## config.mk

```make
export PLATFORM = sky130hd
export DESIGN_NAME = tile_access_sequencer_flat
export DESIGN_NICKNAME = d
export VERILOG_FILES = /design/src/rtl/tile_access_sequencer_if.sv /design/src/rtl/tile_access_sequencer.sv /design/src/flat_wrapper.sv
export SDC_FILE = /design/constraint.sdc
export NUM_CORES = 1
export LEC_CHECK = 0
export CORE_ASPECT_RATIO = 2
export CORE_MARGIN = 1
export CORE_UTILIZATION = 30
export CTS_CLUSTER_DIAMETER = 40
export CTS_CLUSTER_SIZE = 25
export DETAILED_ROUTE_END_ITERATION = 12
export SLEW_MARGIN = 40
export SYNTH_ARGS = -nofsm -noshare
export SYNTH_HDL_FRONTEND = slang
export SYNTH_SLANG_ARGS = --single-unit
```

## constraint.sdc

```tcl
create_clock -name clk -period 3.4 [get_ports clk]
set_input_delay 0.85 -clock clk [delete_from_list [all_inputs] [get_ports clk]]
set_output_delay 0.85 -clock clk [all_outputs]
set_load 0.01 [all_outputs]
```

## src/rtl/tile_access_sequencer_if.sv

```systemverilog
// Request/response and ring-controller signal bundle for tile_access_sequencer.
// master = game logic plus controller side; slave = the sequencer itself.
interface tile_access_sequencer_if #(
  parameter int unsigned NUM_TILES  = 16,
  parameter int unsigned DATA_WIDTH = 8
);
  localparam int unsigned STEP_WIDTH = $clog2(NUM_TILES + 1);

  logic                  req_valid;
  logic                  req_ready;
  logic                  req_write;
  logic [STEP_WIDTH-1:0] req_addr;
  logic [DATA_WIDTH-1:0] req_wdata;

  logic                  resp_valid;
  logic [DATA_WIDTH-1:0] resp_rdata;
  logic                  resp_err;

  logic                  src_start;
  logic                  src_write;
  logic [STEP_WIDTH-1:0] src_num_steps;
  logic [DATA_WIDTH-1:0] src_value;
  logic [DATA_WIDTH-1:0] src_buffer;
  logic                  src_last_step;

  modport master (
    output req_valid, req_write, req_addr, req_wdata,
    input  req_ready, resp_valid, resp_rdata, resp_err,
    input  src_start, src_write, src_num_steps, src_value,
    output src_buffer, src_last_step
  );

  modport slave (
    input  req_valid, req_write, req_addr, req_wdata,
    output req_ready, resp_valid, resp_rdata, resp_err,
    output src_start, src_write, src_num_steps, src_value,
    input  src_buffer, src_last_step
  );
endinterface

```

## src/rtl/tile_access_sequencer.sv

```systemverilog
// Random-access front end for the ring-buffer shift-register tile memory controller.
// Optional TILE_SEQ_SHIFT_CNT_EN adds a saturating 16-bit shift_count output.
module tile_access_sequencer #(
  parameter int unsigned NUM_TILES  = 16,
  parameter int unsigned DATA_WIDTH = 8,
  parameter int unsigned WD_SLACK   = 4
) (
  input  logic                   clk,
  input  logic                   rst_n,
  tile_access_sequencer_if.slave bus
`ifdef TILE_SEQ_SHIFT_CNT_EN
  ,
  output logic [15:0]            shift_count
`endif
);

  localparam int unsigned STEP_WIDTH = $clog2(NUM_TILES + 1);
  localparam int unsigned SUM_WIDTH  = STEP_WIDTH + 1;
  localparam int unsigned RING       = NUM_TILES + 1;
  localparam int unsigned WD_WIDTH   = $clog2(NUM_TILES * DATA_WIDTH + WD_SLACK + 1);

  typedef enum logic [2:0] {IDLE, LAUNCH, WAIT, SETTLE, WRITE0, DONE} state_t;

  state_t                state;
  logic [STEP_WIDTH-1:0] pos;
  logic [STEP_WIDTH-1:0] addr_r;
  logic [WD_WIDTH-1:0]   wd;

  logic [SUM_WIDTH-1:0]  sum_c;
  logic [STEP_WIDTH-1:0] steps_c;
  logic                  bad_addr_c;

  // Forward distance from the buffered slot to the requested slot, modulo RING.
  always_comb begin
    sum_c      = SUM_WIDTH'(bus.req_addr) + SUM_WIDTH'(RING) - SUM_WIDTH'(pos);
    steps_c    = (sum_c >= SUM_WIDTH'(RING)) ? STEP_WIDTH'(sum_c - SUM_WIDTH'(RING))
                                             : STEP_WIDTH'(sum_c);
    bad_addr_c = (bus.req_addr >= STEP_WIDTH'(NUM_TILES));
  end

  always_ff @(posedge clk or negedge rst_n) begin
    if (!rst_n) begin
      state             <= IDLE;
      pos               <= STEP_WIDTH'(NUM_TILES);
      addr_r            <= '0;
      wd                <= '0;
      bus.req_ready     <= 1'b1;
      bus.resp_valid    <= 1'b0;
      bus.resp_rdata    <= '0;
      bus.resp_err      <= 1'b0;
      bus.src_start     <= 1'b0;
      bus.src_write     <= 1'b0;
      bus.src_num_steps <= '0;
      bus.src_value     <= '0;
    end else begin
      bus.src_start  <= 1'b0;
      bus.resp_valid <= 1'b0;
      case (state)
        IDLE: begin
          if (bus.req_valid) begin
            addr_r        <= bus.req_addr;
            bus.req_ready <= 1'b0;
            if (bad_addr_c) begin
              state          <= DONE;
              bus.resp_valid <= 1'b1;
              bus.resp_err   <= 1'b1;
              bus.resp_rdata <= '0;
            end else if (steps_c == '0 && !bus.req_write) begin
              state          <= DONE;
              bus.resp_valid <= 1'b1;
              bus.resp_err   <= 1'b0;
              bus.resp_rdata <= bus.src_buffer;
            end else if (steps_c == '0) begin
              state         <= WRITE0;
              bus.src_write <= 1'b1;
              bus.src_value <= bus.req_wdata;
            end else begin
              state             <= LAUNCH;
              bus.src_start     <= 1'b1;
              bus.src_num_steps <= steps_c;
              bus.src_write     <= bus.req_write;
              bus.src_value     <= bus.req_wdata;
            end
          end
        end
        WRITE0: begin
          state          <= DONE;
          bus.resp_valid <= 1'b1;
          bus.resp_err   <= 1'b0;
          bus.resp_rdata <= bus.src_value;
          bus.src_write  <= 1'b0;
          bus.src_value  <= '0;
        end
        LAUNCH: begin
          state <= WAIT;
          wd    <= WD_WIDTH'(bus.src_num_steps) * WD_WIDTH'(DATA_WIDTH) + WD_WIDTH'(WD_SLACK);
        end
        WAIT: begin
          // Expiry fires on the cycle the counter would reach zero.
          if (bus.src_last_step) begin
            state <= SETTLE;
          end else if (wd <= WD_WIDTH'(1)) begin
            state             <= DONE;
            wd                <= '0;
            bus.resp_valid    <= 1'b1;
            bus.resp_err      <= 1'b1;
            bus.resp_rdata    <= '0;
            bus.src_write     <= 1'b0;
            bus.src_value     <= '0;
            bus.src_num_steps <= '0;
          end else begin
            wd <= wd - WD_WIDTH'(1);
          end
        end
        SETTLE: begin
          state             <= DONE;
          pos               <= addr_r;
          bus.resp_valid    <= 1'b1;
          bus.resp_err      <= 1'b0;
          bus.resp_rdata    <= bus.src_write ? bus.src_value : bus.src_buffer;
          bus.src_write     <= 1'b0;
          bus.src_value     <= '0;
          bus.src_num_steps <= '0;
        end
        DONE: begin
          state         <= IDLE;
          bus.req_ready <= 1'b1;
        end
        default: begin
          state         <= IDLE;
          bus.req_ready <= 1'b1;
        end
      endcase
    end
  end

`ifdef TILE_SEQ_SHIFT_CNT_EN
  logic [16:0] shift_sum_c;

  assign shift_sum_c = 17'(shift_count) + 17'(bus.src_num_steps) * 17'(DATA_WIDTH);

  // Accumulates completed shift cycles, saturating at all-ones.
  always_ff @(posedge clk or negedge rst_n) begin
    if (!rst_n) begin
      shift_count <= '0;
    end else if (state == WAIT && bus.src_last_step) begin
      shift_count <= shift_sum_c[16] ? 16'hFFFF : shift_sum_c[15:0];
    end
  end
`endif

endmodule

```

## src/flat_wrapper.sv

```systemverilog
// flat-port wrapper written by rule: the top's interface ports become plain ports
module tile_access_sequencer_flat 
#(
  parameter int unsigned NUM_TILES  = 16,
  parameter int unsigned DATA_WIDTH = 8,
  parameter int unsigned WD_SLACK   = 4
)
  (clk, rst_n, bus_req_valid, bus_req_write, bus_req_addr, bus_req_wdata, bus_req_ready, bus_resp_valid, bus_resp_rdata, bus_resp_err, bus_src_start, bus_src_write, bus_src_num_steps, bus_src_value, bus_src_buffer, bus_src_last_step);
  tile_access_sequencer_if #(.NUM_TILES(NUM_TILES), .DATA_WIDTH(DATA_WIDTH)) bus_i ();
  input  logic clk;
  input  logic rst_n;
  input wire logic [$bits(bus_i.req_valid)-1:0] bus_req_valid;
  input wire logic [$bits(bus_i.req_write)-1:0] bus_req_write;
  input wire logic [$bits(bus_i.req_addr)-1:0] bus_req_addr;
  input wire logic [$bits(bus_i.req_wdata)-1:0] bus_req_wdata;
  output wire logic [$bits(bus_i.req_ready)-1:0] bus_req_ready;
  output wire logic [$bits(bus_i.resp_valid)-1:0] bus_resp_valid;
  output wire logic [$bits(bus_i.resp_rdata)-1:0] bus_resp_rdata;
  output wire logic [$bits(bus_i.resp_err)-1:0] bus_resp_err;
  output wire logic [$bits(bus_i.src_start)-1:0] bus_src_start;
  output wire logic [$bits(bus_i.src_write)-1:0] bus_src_write;
  output wire logic [$bits(bus_i.src_num_steps)-1:0] bus_src_num_steps;
  output wire logic [$bits(bus_i.src_value)-1:0] bus_src_value;
  input wire logic [$bits(bus_i.src_buffer)-1:0] bus_src_buffer;
  input wire logic [$bits(bus_i.src_last_step)-1:0] bus_src_last_step;
  assign bus_i.req_valid = bus_req_valid;
  assign bus_i.req_write = bus_req_write;
  assign bus_i.req_addr = bus_req_addr;
  assign bus_i.req_wdata = bus_req_wdata;
  assign bus_req_ready = bus_i.req_ready;
  assign bus_resp_valid = bus_i.resp_valid;
  assign bus_resp_rdata = bus_i.resp_rdata;
  assign bus_resp_err = bus_i.resp_err;
  assign bus_src_start = bus_i.src_start;
  assign bus_src_write = bus_i.src_write;
  assign bus_src_num_steps = bus_i.src_num_steps;
  assign bus_src_value = bus_i.src_value;
  assign bus_i.src_buffer = bus_src_buffer;
  assign bus_i.src_last_step = bus_src_last_step;
  tile_access_sequencer #(.NUM_TILES(NUM_TILES), .DATA_WIDTH(DATA_WIDTH), .WD_SLACK(WD_SLACK)) u_core (.clk(clk), .rst_n(rst_n), .bus(bus_i));
endmodule
```

==> results of run 1 <==
==> cells by family (layout without fill, tap and decap cells) <==
logic type	after synthesis	in the layout	synth area share
adders and majority gates	14	14	0.0678
and+or+nand+nor	61	61	0.116
buffers and inverters	30	110	0.0451
AOI/OAI and AO/OA	81	81	0.223
DFF	47	47	0.438
xor gates and xnor gates	5	5	0.0191
muxes	21	21	0.0911
==> worst min-delay path, delay by kind of cell (launching register included) <==
kind | cells | cell delay (ns)
simple gates | 1 | 0.05
compound gates | 1 | 0.06
flops | 1 | 0.35
==> final timing paths <==
kind | startpoint | to | cells past startpoint
worst max-delay path | bus_req_addr[1] | u_core.bus.resp_rdata[0] | 16
worst min-delay path | u_core.addr_r[4] | u_core.addr_r[4] | 2
worst min register to register | u_core.addr_r[4] | u_core.addr_r[4] | 2
max in group asynchronous | rst_n | u_core.pos[4] | 2
worst max register to register | u_core.pos[1] | u_core.bus.resp_rdata[0] | 14
min in group asynchronous | rst_n | u_core.wd[1] | 1
==> routing by layer <==
metal,vias up,global-route usage
li1,1100,-
met1,1122,0.157
met2,60,0.286
met3,16,0.0294
met4,0,0.0862
met5,-,0
==> layout make-up <==
type,instances,area [um^2],area share
multi-input cells,182,1510,0.396
flip-flops and latches,47,1180,0.309
repair buffers,79,761,0.200
clock buffers,5,125,0.0328
well taps,100,125,0.0328
inverters,23,98.8,0.0259
clock inverters,3,15.0,0.00394
==> synthesized netlist by cell type, types with 4 or more instances <==
cell type,count
nand2b_1,4
a21oi_1,12
nor2_1,20
ha_1,13
o221ai_1,4
inv_1,23
nor3_1,9
dfrtp_1,45
a22o_1,14
o21ai_0,20
mux2i_1,5
mux2_4,4
mux2_2,10
nand2_1,11
nand3_1,6
clkbuf_1,5
==> flip-flops by register name, summed over array words and instances (netlist names) <==
signal / count
u_core.addr_r: 5
u_core.bus.req_ready: 1
u_core.bus.resp_err: 1
u_core.bus.resp_rdata: 8
u_core.bus.resp_valid: 1
u_core.bus.src_num_steps: 5
u_core.bus.src_start: 1
u_core.bus.src_value: 8
u_core.bus.src_write: 1
u_core.pos: 5
u_core.state: 3
u_core.wd: 8
==> what timing repair did <==
item                       4_1_cts  5_1_grt
gates resized for setup         12       11
setup endpoints to repair       27       22
hold buffers                     0        0
setup buffers                    4        2
pin swaps                       11       12
cloned                           0        1
==> metrics by stage <==
stage,hold WS [ns],TNS (ns),power (mW),utilization
4_1_cts,0.488,0,4.00,0.435
5_1_grt,0.524,0,4.37,0.441
6_report,0.485,0,4.05,0.441
3_3_place_gp,0.471,-15.74,3.35,0.411
2_1_floorplan,0.446,-0.0518,2.48,-
3_5_place_dp,0.472,-17.25,3.39,0.411
==> power groups by stage <==
stage,logic (mW),registers (mW),clock network [mW]
detailed placement,2.35,1.04,0
global placement,2.31,1.03,0
finish,2.54,1.03,0.480
global route,2.78,1.07,0.517
floorplan,1.46,1.01,0
CTS,2.47,1.03,0.496
==> impl_metrics.yaml, run 1 <==
outcome:
  status: "finished, final reports clean"
detailed_routing:
  first_iter_violations: 122
  drt-met1-wl_um: 2580
  wl_met3_um: 252
  drc: 0
  wirelength_um: 6990
  dr_wl_met2_um: 3930
  dr.pass1.iters: 4
  highest_layer: "met4"
  dr_total_vias: 2298
  wire_per_inst_um: 15.9
  via_per_inst: 5.23
  final_antenna_net_count: 0
placed_design:
  dpl.hpwl_um: 5350
  dpl_worst_slack_ns: -0.741
  gp_congestion: 0.854
  port_buffers: 51
  placedInstanceArea_um2: 3550
  dp.cells: 425
yosys:
  syn_area_per_cell_um2: 10.4
  synth_edf_count: 0
  yosysTopAreaCellShare: 0.418
  synth.area.top_cells: "dfrtp_1 (42%), ha_1 (6.0%), a22o_1 (4.6%)"
  ys_warn_count: 0
  synth_nets: 299
  yosysSeqAreaShare: 0.438
  netlist_instances: 259
  synth_async_sr_flop_share: 1.00
  synth_largest_area_cell: "dfrtp_1"
  yosysUniqueCellTypes: 51
  ys_ff_latch: 47
  syn_area_um2: 2690
  ys.flop_type: "dfrtp_1"
floorplanning:
  dieArea_um2: 9380
  die_h_um: 136
  rows: 48
  ios: 52
  die_w_um: 69.0
  coreArea_um2: 8650
  initial_core_util: 0.311
critical_path:
  start_kind: "input pin"
  end_kind: "flop"
  crit_type: "in -> reg"
  cp.required_ns: 3.58
  crit_chain: "buf_4, inv_12, ha_4, inv_2, ha_4, inv_2, fa_2, nand2b_4, a21oi_4, xor2_4, buf_4, nor4_4, o21ai_4, o21ai_2, buf_12, mux2_4"
  cpLargestDelayFamily: "adder cells"
  worst-path-buf-inv: 6
  cpMaxStageDelayCell: "fa_2"
  crit_arrival_ns: 3.46
  crit_fanout: 7
  rrSetupSlack_ns: 0.40
  cpPeakStageDelay_ns: 0.41
layout:
  antenna_cells: 0
  final_nets: 378
  stdcell_count: 439
  layout_common_cells: "clkdlybuf4s50_1 (45), dfrtp_1 (45), buf_4 (25), nor2_1 (20)"
  area_delta_synth_final_pct: 41.5
  fill_cells: 852
  drive_above_1_share: 0.245
  postLayoutCellArea_um2: 3810
cts:
  root_buffer: "clkbuf_16"
  clk_pin_slew_ns: 0.06
  numCtsBuffers: 5
  cts-htree-levels: 2
  cts_buffer_depth: 2
  cts_tree: "yes"
  cts_num_sinks: 47
  insertion_delay_ns: 0.29
power_and_ir_drop:
  combPwrFrac: 0.627
  ir_worst_vdd_v: 0.000305
  power.leakage_nw: 1.66
  internal_power_mw: 2.44
  p_switching_mw: 1.61
  power_density_nw_per_um2: 1060
  netSwitchingFraction: 0.398
  power_frac_clock: 0.119
  power_frac_seq: 0.254
timing:
  max_freq_mhz: 305
  slew_headroom: 0.586
  clock_skew_ns: 0.00225
  timing.final.crit_share: 0.965
  slew_viol_final: 0
  setup_ws_ns: 0.119
  post-route-min-period_ns: 3.28
  setup_viol: 0
  worstMarginPinSlew_ns: 0.615
  finalHoldViolCount: 0
  rsz0062_at_grt: "no"
job:
  cap_violations: 0
global_routing:
  grt_max_degree: 24
  grt_pass1_wl_um: 10700
  antenna_found_initial: 0
  grt_use_total: 0.157
  globalRoute.totalOverflow: 0
  grt_pass1_vias: 2257
worst_hold_path:
  hp-class: "reg -> reg"
No activity file was read; power rests on OpenSTA's default activity.
==> inputs of run 2 (changes only) <==
ABC_AREA = 1   (was unset)
CORE_ASPECT_RATIO = unset   (was 2)
CTS_CLUSTER_SIZE = 8   (was 25)
==> run 2 against run 1 <==
Compared with the run above: total power rose by 15%; synthesized cell count rose by 32%; die area rose by 3.7%; global-route usage rose by 0.43 points; fmax rose by 0.97%; largest power group unchanged; highest routed layer unchanged; area after synthesis rose by 4.1%; clock skew rose by 0.0051 ns; core utilization fell by 0.36 points; routed wire length rose by 1.9%; critical path type unchanged; cell count rose by 21%.
==> impl_metrics.yaml, run 2 <==
cts:
  insertion_delay_ns: 0.30
  cts_tree: "yes"
  ctsHoldBuffers: 0
  cts_num_sinks: 47
  root_buffer: "clkbuf_8"
  numCtsBuffers: 5
  clk_pin_slew_ns: 0.09
  cts-htree-levels: 2
  cts_buffer_depth: 2
placed_design:
  gp_congestion: 0.824
  dpl.hpwl_um: 5180
  dpl_worst_slack_ns: -0.454
  dp.cells: 518
  port_buffers: 51
timing:
  setup_viol: 0
  slew_viol_final: 0
  rsz0062_at_grt: "no"
  finalHoldViolCount: 0
  max_freq_mhz: 308
  fin_setup_tns_ns: 0
  worstMarginPinSlew_ns: 0.606
  setup_ws_ns: 0.151
  post-route-min-period_ns: 3.25
  timing.final.crit_share: 0.956
  slew_headroom: 0.596
  clock_skew_ns: 0.00738
layout:
  stdcell_count: 532
  layout_common_cells: "nand2_1 (96), clkdlybuf4s50_1 (48), dfrtp_1 (45), inv_1 (34), buf_4 (23)"
  layout_commonest_cell: "nand2_1"
  top_regs: "u_core.bus.resp_rdata x8, u_core.bus.src_value x8, u_core.wd x8"
  antenna_cells: 0
  final-seq-area_um2: 1180
  fill_cells: 884
  multi_input_area_um2: 1640
  drive_above_1_share: 0.231
  final_nets: 463
  area_delta_synth_final_pct: 38.7
outcome:
  status: "finished, final reports clean"
global_routing:
  grt_pass1_wl_um: 12500
  globalRoute.totalOverflow: 0
  grt_pass1_vias: 2638
  antenna_found_initial: 0
  grt_max_degree: 48
  grt_use_total: 0.161
worst_hold_path:
  min_path_cells: 2
  min_from: "u_core.addr_r[0]"
  holdPathEnd: "u_core.addr_r[0]"
  hp-class: "reg -> reg"
detailed_routing:
  highest_layer: "met4"
  wl_met3_um: 250
  dr_total_vias: 2541
  wirelength_um: 7120
  dr.pass1.iters: 4
  drc: 0
  dr_wl_met2_um: 3500
  first_iter_violations: 107
  final_antenna_net_count: 0
  drt-met1-wl_um: 3270
  via_per_inst: 4.78
  wire_per_inst_um: 13.4
critical_path:
  rrSetupSlack_ns: 0.57
  crit_type: "in -> reg"
  end_kind: "flop"
  crit_fanout: 7
  r2r_cells: 19
  crit_arrival_ns: 3.45
  reg2reg_to: "u_core.bus.resp_rdata[7]"
  cp.required_ns: 3.60
  regToRegStartpoint: "u_core.pos[1]"
  start_kind: "input pin"
floorplanning:
  rows: 34
  initial_core_util: 0.315
  die_w_um: 98.7
  die_h_um: 98.7
  dieArea_um2: 9730
  coreArea_um2: 8890
  ios: 52
yosys:
  synth_edf_count: 0
  syn_area_per_cell_um2: 8.17
  synthAdderAreaFrac: 0.0652
  synth-simple-area-share: 0.321
  yosysSeqAreaShare: 0.421
  netlist_instances: 343
  syn_area_um2: 2800
  ys_ff_latch: 47
  synth_async_sr_flop_share: 1.00
  synth_xor_area_frac: 0.0125
  yosys.cell_count.top_type: "nand2_1"
  muxShareOfSynthArea: 0
  synth_compound_area_frac: 0.120
  synthTopCellsByCount: "nand2_1 (103), dfrtp_1 (45), inv_1 (36)"
  ys.flop_type: "dfrtp_1"
  ys_warn_count: 0
  synth_nets: 383
  yosysUniqueCellTypes: 36
  synth.area.top_cells: "dfrtp_1 (40%), nand2_1 (14%), ha_1 (5.8%)"
  yosysTopAreaCellShare: 0.402
  synth_largest_area_cell: "dfrtp_1"
  synth_top_family_by_area: "simple AND/OR/NAND/NOR gates"
job:
  cap_violations: 0
power_and_ir_drop:
  ir_worst_vdd_v: 0.000515
  power.leakage_nw: 1.85
  power_density_nw_per_um2: 1200
==> run 2: layout make-up <==
cell class	count	share of cell area
clock buffer	7	0.0222
clock inverter	1	0.00129
timing repair buffer	74	0.179
inverter	38	0.0367
tap	108	0.0348
multi-input combinational	257	0.423
sequential	47	0.303
==> run 2: critical path, stage by stage <==
cell and delay [ns]:
clkdlybuf4s50_1 0.43, ha_1 0.31, inv_1 0.06, fa_2 0.58, nand2_1 0.07, inv_2 0.06, nand3_2 0.08, nand3_4 0.12
nand2_8 0.10, nand2_2 0.09, nand2_2 0.06, nand2_2 0.08, nor2_4 0.05, nand3_2 0.08, nand3_4 0.13, buf_12 0.18
nand3_2 0.05, nand2_1 0.05
==> run 2: logic make-up (layout without fill, tap and decap cells) <==
kind of cell | after synthesis | count (layout)
DFF | 47 | 47
AOI/OAI and AO/OA | 50 | 50
xor gates and xnor gates | 4 | 4
adders and majority gates | 14 | 14
and+or+nand+nor | 187 | 189
buffers and inverters | 41 | 120
==> run 2: per-stage QoR <==
| step | hold slack [ns] | cell area, um^2 | utilization | total power [mW] |
|---|---|---|---|---|
| 6_report | 0.478 | 3890 | 0.437 | 4.65 |
| 5_1_grt | 0.504 | 3890 | 0.437 | 5.10 |
| 4_1_cts | 0.484 | 3840 | 0.432 | 4.60 |
| 3_5_place_dp | 0.460 | 3570 | 0.402 | 3.75 |
| 3_3_place_gp | 0.453 | 3570 | 0.401 | 3.68 |
| 2_1_floorplan | 0.442 | 2800 | - | 2.77 |
==> run 2: report_power, final <==
group / internal [mW] / switching [mW] / total, mW
registers: 0.817 / 0.177 / 0.994
clock network: 0.164 / 0.191 / 0.355
logic: 1.46 / 1.84 / 3.30
==> run 2: how the worst max path moves through the flow <==
stage | start | end | slack, ns | cells after the start
3_5_place_dp | bus_req_addr[1] | u_core.bus.resp_rdata[7] | -0.45 | 19
4_1_cts | bus_req_addr[0] | u_core.bus.resp_rdata[7] | 0.02 | 19
2_1_floorplan | bus_req_addr[1] | u_core.bus.resp_err | 0.19 | 19
6_report | bus_req_addr[2] | u_core.bus.resp_rdata[7] | 0.15 | 18
5_1_grt | bus_req_addr[2] | u_core.bus.resp_rdata[7] | 0.02 | 18
3_3_place_gp | bus_req_addr[1] | u_core.bus.resp_rdata[6] | -0.36 | 20
==> run 2: repair_timing <==
item                       4_1_cts  5_1_grt
cloned                           2        0
buffers inserted                 4        0
pin swaps                       17        9
gates resized for setup         31        8
setup endpoints to repair       27       25
==> run 2: routing by layer <==
metal	vias up	track usage
li1	1288	-
met5	-	0
met2	50	0.272
met1	1195	0.207
met4	0	0.0517
met3	8	0.0333
==> inputs of run 3 (changes only) <==
CAP_MARGIN = 20   (was unset)
==> results of run 3 <==
Final layout, timing and power as in run 2 (identical DEF).
